<file path="config.mk">
export PLATFORM = sky130hd
export DESIGN_NAME = instruction_fetch
export DESIGN_NICKNAME = d
export VERILOG_FILES = /design/src/rtl/instruction_fetch_pkg.sv /design/src/rtl/instruction_fetch_pc_register.sv /design/src/rtl/instruction_fetch.sv
export SDC_FILE = /design/constraint.sdc
export NUM_CORES = 1
export LEC_CHECK = 0
export CORE_MARGIN = 4
export CORE_UTILIZATION = 46
export DETAILED_ROUTE_END_ITERATION = 12
export PLACE_DENSITY = 0.95
export SLEW_MARGIN = 5
export SYNTH_ARGS = -nofsm -noshare
export SYNTH_HDL_FRONTEND = slang
export SYNTH_SLANG_ARGS = --single-unit
</file>
<file path="constraint.sdc">
create_clock -name clk -period 3 [get_ports clk]
set_clock_uncertainty 0.15 [all_clocks]
set_input_delay 0.45 -clock clk [delete_from_list [all_inputs] [get_ports clk]]
set_output_delay 0.45 -clock clk [all_outputs]
set_load 0.01 [all_outputs]
</file>
<file path="src/rtl/instruction_fetch_pkg.sv">
// Shared definitions for the instruction fetch unit: FSM states, datapath
// width, reset fetch address and instruction field positions.
package instruction_fetch_pkg;

  localparam int unsigned WORD_WIDTH = 16;
  localparam logic [15:0] RESET_PC   = 16'h0000;

  localparam int unsigned OPCODE_MSB = 15;
  localparam int unsigned OPCODE_LSB = 12;
  localparam int unsigned FUNC_MSB   = 5;
  localparam int unsigned FUNC_LSB   = 0;

  typedef enum logic [1:0] {
    S_IDLE,
    S_FETCH,
    S_HOLD,
    S_HALT
  } state_t;

endpackage

</file>
<file path="src/rtl/instruction_fetch_pc_register.sv">
// Loadable address register with synchronous reset and a wrapping +1 output.
module pc_register #(
  parameter int unsigned       WIDTH       = 16,
  parameter logic [WIDTH-1:0]  RESET_VALUE = '0
) (
  input  logic             clk,
  input  logic             reset,
  input  logic             load,
  input  logic [WIDTH-1:0] d,
  output logic [WIDTH-1:0] q,
  output logic [WIDTH-1:0] q_plus1
);

  always_ff @(posedge clk) begin
    if (reset) begin
      q <= RESET_VALUE;
    end else if (load) begin
      q <= d;
    end
  end

  assign q_plus1 = q + WIDTH'(1);

endmodule

</file>
<file path="src/rtl/instruction_fetch.sv">
// Instruction fetch unit: requests one word at fetch_pc, holds it for the
// decoder until retired, then follows sequential, redirect or halt flow.
module instruction_fetch #(
  parameter int unsigned            WORD_WIDTH = instruction_fetch_pkg::WORD_WIDTH,
  parameter logic [WORD_WIDTH-1:0]  RESET_PC   = instruction_fetch_pkg::RESET_PC
) (
  input  logic                  clk,
  input  logic                  reset,
  output logic                  i_readM,
  output logic [WORD_WIDTH-1:0] i_address,
  input  logic [WORD_WIDTH-1:0] i_data,
  input  logic                  i_ready,
  output logic [WORD_WIDTH-1:0] instr,
  output logic [3:0]            opcode,
  output logic [5:0]            func,
  output logic                  instr_valid,
  output logic [WORD_WIDTH-1:0] pc,
  output logic [WORD_WIDTH-1:0] pc_next,
  input  logic                  advance,
  input  logic                  redirect,
  input  logic [WORD_WIDTH-1:0] target,
  input  logic                  halt,
  output logic                  halted,
  output logic [WORD_WIDTH-1:0] num_inst
);

  import instruction_fetch_pkg::*;

  state_t                state;
  logic [WORD_WIDTH-1:0] fetch_pc;
  logic                  capture;

  assign capture = (state == S_FETCH) && i_ready;

  // The held pc only changes on a capture, so pc/pc_next stay stable in S_HOLD.
  pc_register #(
    .WIDTH       (WORD_WIDTH),
    .RESET_VALUE ('0)
  ) u_pc (
    .clk     (clk),
    .reset   (reset),
    .load    (capture),
    .d       (fetch_pc),
    .q       (pc),
    .q_plus1 (pc_next)
  );

  always_ff @(posedge clk) begin
    if (reset) begin
      state    <= S_IDLE;
      fetch_pc <= RESET_PC;
      instr    <= '0;
      num_inst <= '0;
    end else begin
      case (state)
        S_IDLE: state <= S_FETCH;
        S_FETCH: begin
          if (i_ready) begin
            instr <= i_data;
            state <= S_HOLD;
          end
        end
        S_HOLD: begin
          if (advance) begin
            num_inst <= num_inst + WORD_WIDTH'(1);
            // halt takes priority; the redirect target is dropped with it
            if (halt) begin
              state <= S_HALT;
            end else begin
              fetch_pc <= redirect ? target : pc_next;
              state    <= S_FETCH;
            end
          end
        end
        S_HALT: state <= S_HALT;
        default: state <= S_IDLE;
      endcase
    end
  end

  assign i_readM     = (state == S_FETCH);
  assign instr_valid = (state == S_HOLD);
  assign halted      = (state == S_HALT);
  assign i_address   = fetch_pc;
  assign opcode      = instr[OPCODE_MSB:OPCODE_LSB];
  assign func        = instr[FUNC_MSB:FUNC_LSB];

endmodule

</file>
# == Word-level counts from Yosys, hierarchy flattened ==
# Index checks and enable logic that the tools add are counted.
# totals
regBits,66
latchBits,0
ram_bits,0
rom_bits,0
input_bits,38
out_inout_bits,93
word_cells,24
mem_count,0
# op_classes
n_addsub,2
multipliers,0
div,0
magnitude_cmp,0
eq_ne,5
shift,0
muxes,5
bitwise_logic,1
reduce_logical,6
# ops
operator,count
"adder 16 x 1 -> 16 bit, second input constant",2
2-to-1 mux 16 bit,1
one-hot mux 2 bit (4 select lines),1
2-to-1 mux 2 bit,3
AND reduction 2 bit,3
"equality test 2 bit, second input constant",2
"!= test 2 x 1 -> 1 bit, second input constant",2
AND reduction 3 bit,1
"equality test 2 x 1 -> 1 bit, second input constant",1
zero test 2 bit,1
logical AND 1 bit,1
inverter 1 bit,1

# == Logic depth before layout (Yosys ltp) ==
# Gate-level depths: netlist (run 1).
# depth
depth_word,3
mapped_depth,6
mapped_depth_nobuf,5

# == Hierarchy ==
# A second synthesis (run 1) with hierarchy kept.
# hier_totals
hier_cells,339
hier_area_um2,3027.9
# by_module_without_submodules
module,instances,cells_per_inst,area_each_um2,seq_area_each_um2
instruction_fetch,1,246,2158.3,1001.0
pc_register,1,93,869.6,320.3

# == Least setup slack after synthesis (run 1) ==
# OpenSTA, ideal clock, no wires.
# synth_timing
path_kind,flip-flop to output port
from,reg u_pc.q[0]
to,out pc_next[12]
t_arrival_ns,1.531
path_slack_ns,0.869
path_stages_with_launch,6
path_buffers,0
path_cell_list,dfxtp_1 -> ha_1 -> nand3_1 -> or4_1 -> xor2_1 -> inv_1
# synth_between
elab_chain_len,1
# synth_lines
element,line,text
start: declaration,instruction_fetch_pc_register.sv:10,"output logic [WIDTH-1:0] q,"
start signal: assignment,instruction_fetch_pc_register.sv:16,q <= RESET_VALUE;
start signal: assignment,instruction_fetch_pc_register.sv:18,q <= d;
adder 16 x 1 -> 16 bit,instruction_fetch_pc_register.sv:22,assign q_plus1 = q + WIDTH'(1);
end: declaration,instruction_fetch.sv:18,"output logic [WORD_WIDTH-1:0] pc_next,"
# Every way passes these cells.

# == Worst setup path after layout (run 1) ==
# layout_timing
from,reg u_pc.q[1]
to,out pc_next[12]
# Same word-level chain as after synthesis.

==> results.json, run 1 <==
{
  "drive_gt1_share_pct": 8.04,
  "fin_util_pct": 71.0,
  "synth.largest_area_cell": "dfxtp_1",
  "setup_ws_ps": 85.1,
  "grt_overflow": 0,
  "wl_per_cell_um": 15.7,
  "p_total_mw": 1.85,
  "async_flop_share_pct": 0,
  "avgSynthCellArea_um2": 7.91,
  "remaining_drc_errors": 0,
  "crit_path_end": "pc_next[12]",
  "ys_ff_latch": 66,
  "gp_congestion": 0.830,
  "hp-class": "reg -> reg",
  "syn_inst": 387,
  "cts_buffers": 9,
  "yosysTopAreaCellShare_pct": 43.2,
  "power_density_nw_per_um2": 406,
  "critPathKind": "reg -> out",
  "fmax_mhz": 343,
  "setup_viol": 0,
  "yosysSeqAreaShare_pct": 43.2,
  "period_needed_ps": 2910,
  "clk_latency_ps": 330,
  "vias": 3213,
  "rsz0062_at_grt": "no",
  "final-hold-violation-count": 0,
  "cp.required_ps": 2400,
  "clkSinkCount": 66,
  "dp_cells": 570,
  "synthFlopType": "dfxtp_1",
  "design_area_um2": 4560,
  "synth_area_leaders": "dfxtp_1, nand2_1, a21oi_1",
  "instances_no_fill": 587,
  "core-area_um2": 6420,
  "synth_commonest_cells": "nand2_1, dfxtp_1, a21oi_1",
  "drv_cap": 0,
  "reg2reg_slack_ps": 1190,
  "setup.worst_path.start": "u_pc.q[1]",
  "syn2layout_area_growth_pct": 49.0,
  "reg2reg_depth": 4,
  "slew_headroom_pct": 53.5,
  "vias_per_cell": 5.47,
  "start_util_pct": 47.7,
  "die-area_um2": 8030,
  "status": "complete, no violations",
  "crit_arrival_ps": 2310,
  "hold_buffers": 0,
  "synth_most_common_cell": "nand2_1",
  "die_w_um": 89.6,
  "cts_tree": "built",
  "peakVddDrop_mv": 0.211,
  "grt_pass1_wl_um": 14500,
  "rows": 29,
  "dr.first_iter.drc_count": 108,
  "reg2reg_to": "num_inst[15]",
  "clockBufferDepth": 2,
  "whs_ps": 306,
  "grt_antenna_before_repair": 0,
  "endpoint_kind": "output pin",
  "ioPinCount": 131,
  "startpoint_type": "flip-flop",
  "worst-path-max-fanout": 5,
  "power.leakage_nw": 1.60,
  "port_buffers": 130,
  "slew_viol_final": 0,
  "cts-root-buf": "clkbuf_8",
  "r2r_start": "state[1]",
  "htreeDepth": 3,
  "ant_nets": 0,
  "grt_usage_pct": 22.9,
  "diodes": 0,
  "yosysWarnings": 0,
  "dp_hpwl_um": 6550,
  "synth-edff-count": 0,
  "grt_pass1_vias": 3093,
  "die_h_um": 89.6,
  "wirelength_um": 9190,
  "ys_types": 45,
  "drt_first_pass_iters": 5,
  "grt_max_degree": 40,
  "post-route-period-util_pct": 97.2,
  "tns_ps": 0,
  "path_clk_slew_ps": 70,
  "synthesis.area_um2": 3060,
  "post_dp_cell_area_um2": 4350,
  "synth.net_count": 427,
  "post-place-ws_ps": 348,
  "worst_pin_slew_ps": 698,
  "nNetsFinal": 545
}
==> worst max-delay path, stage by stage (launching register included) <==
cell and delay, ps:
dfxtp_2 390, ha_2 220, nand3_1 160, or4_1 450, xor2_1 170, inv_1 60, clkdlybuf4s50_1 530
==> final cells by class <==
| class | count | area [um^2] |
|---|---|---|
| clock buffer | 14 | 163 |
| clock inverter | 2 | 35.0 |
| fill | 503 | 1860 |
| inverter | 11 | 41.3 |
| multi-input combinational | 280 | 1550 |
| sequential | 66 | 1330 |
| tap | 77 | 96.3 |
| timing repair buffer | 137 | 1350 |
==> placed cells by master (no fill, tap or decap), types with 2 or more instances in the layout <==
cell type	n
a31oi_1	6
buf_4	7
nor4_1	8
nand3b_1	2
or3_1	5
clkdlybuf4s50_1	129
nor2b_1	3
nor2_1	16
nand2_1	88
nand3_1	14
o311ai_0	2
a311oi_1	2
nand2b_1	5
xnor2_1	12
clkbuf_8	11
o21a_1	3
o211ai_1	3
or2_2	6
mux2i_1	2
nand4_1	8
inv_1	11
o21ai_0	11
a211oi_1	3
xor2_1	8
dfxtp_1	62
dfxtp_2	4
a21oi_1	41
and3_2	2
clkbuf_1	3
nor3_1	13
==> power by group <==
group | switching [mW] | internal (mW) | leakage [nW]
clock | 0.322 | 0.430 | 0.101
combinational | 0.0883 | 0.104 | 0.959
sequential | 0.0154 | 0.892 | 0.536
==> how the worst min path moves through the flow <==
stage	cells past startpoint	to	from
after global routing	2	u_pc.q[12]	i_address[12]
after detailed placement	2	instr[7]	instr[7]
after global placement	2	instr[10]	instr[10]
after floorplan	2	instr[10]	instr[10]
after CTS	2	instr[7]	instr[7]
final	2	instr[7]	instr[7]
==> cells by family (layout without fill, tap and decap cells) <==
family	after synthesis	after routing	synth area share [%]
and+or+nand+nor	181	181	29.2
xor gates and xnor gates	20	20	5.72
DFF	66	66	43.2
AOI/OAI and AO/OA	75	75	14.1
buffers and inverters	41	164	6.33
adders and majority gates	2	2	0.817
muxes	2	2	0.654
==> state kept, by name, indices dropped and copies added, names as in the netlist <==
signal,cells
instr,16
num_inst,16
u_pc.q,16
state,2
i_address,16
==> per-layer routing <==
layer | global-route usage [%] | vias up | share of wire [%]
met4 | 7.31 | 0 | 1.4
met5 | 0 | - | 0
met3 | 6.02 | 21 | 9.3
met1 | 27.1 | 1490 | 39
li1 | - | 1558 | -
met2 | 40.2 | 144 | 50
==> repair_timing <==
item	4_1_cts	5_1_grt
gates resized for setup	1	4
cloned	0	0
setup endpoints to repair	1	1
setup buffers	0	1
pin swaps	0	1
No activity file was read; power rests on OpenSTA's default activity.
==> run 2: changes to the inputs <==
--- a/config.mk
+++ b/config.mk
@@ -11,3 +11,3 @@
 export PLACE_DENSITY = 0.95
-export SLEW_MARGIN = 5
+export SLEW_MARGIN = 20
 export SYNTH_ARGS = -nofsm -noshare
--- a/constraint.sdc
+++ b/constraint.sdc
@@ -4,2 +4,2 @@
 set_output_delay 0.45 -clock clk [all_outputs]
-set_load 0.01 [all_outputs]
+set_load 0.02 [all_outputs]
==> results.json, run 2 (synthesis results as in run 1) <==
{
  "status": "complete, no violations",
  "r2r_start": "u_pc.q[1]",
  "setup_viol": 0,
  "whs_ps": 304,
  "cp.required_ps": 2400,
  "cpPeakStageDelay_ps": 610,
  "grt_antenna_before_repair": 0,
  "drv_cap": 0,
  "crit_arrival_ps": 2310,
  "crit_chain": "ha_1 -> and3_2 -> nand2_1 -> or3_1 -> nand2_1 -> clkdlybuf4s50_1",
  "slew_headroom_pct": 53.8,
  "clk_latency_ps": 340,
  "wl_per_cell_um": 15.9,
  "wirelength_um": 9280,
  "vias": 3199,
  "cts_buffers": 9,
  "cts_tree": "built",
  "setup_ws_ps": 92.7,
  "grt_pass1_vias": 3062,
  "ioPinCount": 131,
  "path_clk_slew_ps": 70,
  "drt-met1-wl_um": 3590,
  "post-route-period-util_pct": 96.9,
  "crit_family": "simple AND/OR/NAND/NOR gates",
  "reg2reg_depth": 5,
  "grt_pass1_wl_um": 14400,
  "dr_wl_met3_um": 787,
  "remaining_drc_errors": 0,
  "ant_nets": 0,
  "dr_wl_met2_um": 4720,
  "diodes": 0,
  "port_buffers": 130,
  "final_common_cell": "clkdlybuf4s50_1",
  "rows": 29,
  "hold_buffers": 0,
  "nNetsFinal": 544,
  "worst_pin_slew_ps": 693,
  "peakVddDrop_mv": 0.265,
  "core-area_um2": 6420,
  "die-area_um2": 8030,
  "die_h_um": 89.6,
  "endpoint_kind": "output pin",
  "die_w_um": 89.6,
  "reg2reg_to": "i_address[12]",
  "power.leakage_nw": 1.59,
  "start_util_pct": 47.7,
  "htreeDepth": 3,
  "syn2layout_area_growth_pct": 48.1,
  "clkSinkCount": 66,
  "vias_per_cell": 5.47,
  "crit_top_cell": "nand2_1",
  "hp-class": "reg -> reg",
  "post-place-ws_ps": 262,
  "worst-path-buf-inv": 1,
  "gp_congestion": 0.843,
  "fmax_mhz": 344,
  "reg2reg_slack_ps": 1130,
  "startpoint_type": "flip-flop",
  "dp_hpwl_um": 6730,
  "slowest_stage": "clkdlybuf4s50_1",
  "period_needed_ps": 2910,
  "min_from": "instr[7]",
  "fill_cells": 527,
  "power_density_nw_per_um2": 391,
  "final_cell_mix": "clkdlybuf4s50_1, nand2_1, dfxtp_1",
  "slew_viol_final": 0,
  "critPathKind": "reg -> out",
  "worst-path-max-fanout": 5,
  "drt_first_pass_iters": 5,
  "worst_hold_path.endpoint": "instr[7]",
  "grt_overflow": 0,
  "multiInputGateArea_um2": 1560,
  "top_layer": "met4",
  "grt_usage_pct": 23.1,
  "grt_max_degree": 40,
  "regArea_um2": 1330,
  "final-hold-violation-count": 0,
  "drive_gt1_share_pct": 8.07,
  "dr.first_iter.drc_count": 86,
  "hold_depth": 2,
  "cts_setup_buffers": 0,
  "clockBufferDepth": 2,
  "cts-root-buf": "clkbuf_8"
}
[run 2: changes by cell type in the layout (fill, tap and decap cells not counted), sizes merged]
cell           previous run  this run
clkbuf                   14        12
clkinv                    1         3
buf                       8         7
bufinv                    1         0
clkdlybuf4s50           129       128
dlygate4sd2               0         1
[run 2: worst max-delay path by stage]
stage,start,endpoint,cells after the start
6_report,u_pc.q[1],pc_next[10],6
5_1_grt,u_pc.q[0],pc_next[11],6
4_1_cts,u_pc.q[2],pc_next[15],5
3_5_place_dp,u_pc.q[1],pc_next[12],6
3_3_place_gp,u_pc.q[1],pc_next[12],6
2_1_floorplan,u_pc.q[0],pc_next[12],5
[run 2: layout make-up]
type                            count  share of cell area, %
Tap cell                           77                   2.12
Clock inverter                      3                  0.331
Multi-Input combinational cell    280                   34.4
Inverter                           11                  0.911
Timing Repair Buffer              136                   29.6
Clock buffer                       12                   3.42
Sequential cell                    66                   29.2
[run 2: layer usage]
metal | global-route usage [%] | vias to the layer above
met5 | 0 | -
met4 | 9.47 | 0
met3 | 5.93 | 22
met2 | 40.8 | 141
met1 | 26.5 | 1481
li1 | - | 1555
[run 2: timing repair]
action,in CTS,in global routing
hold endpoints to repair,0,0
resized for setup,2,4
setup endpoints to repair,2,3
[run 2: metrics by stage]
stage	instance area, um^2	std cells	power, mW	TNS (ps)	utilization, %
after detailed placement	4350	570	1.14	0	67.7
after global placement	4350	570	1.13	0	67.7
final	4530	585	1.77	0	70.6
after floorplan	3060	387	1.03	0	-
after global routing	4530	585	1.83	-1.52	70.6
after CTS	4520	585	1.79	0	70.4
[run 2: power by group]
| part | switching [mW] | internal, mW | leakage (nW) |
|---|---|---|---|
| combinational | 0.106 | 0.104 | 0.963 |
| clock | 0.318 | 0.336 | 0.0920 |
| sequential | 0.0157 | 0.893 | 0.535 |
| total | 0.440 | 1.33 | 1.59 |
[run 2: worst register-to-register path, stage by stage, from the launching register on]
cell	delay, ps
dfxtp_2	390
ha_1	220
nand3_1	210
or4_1	490
xor2_1	200
o21ai_1	100
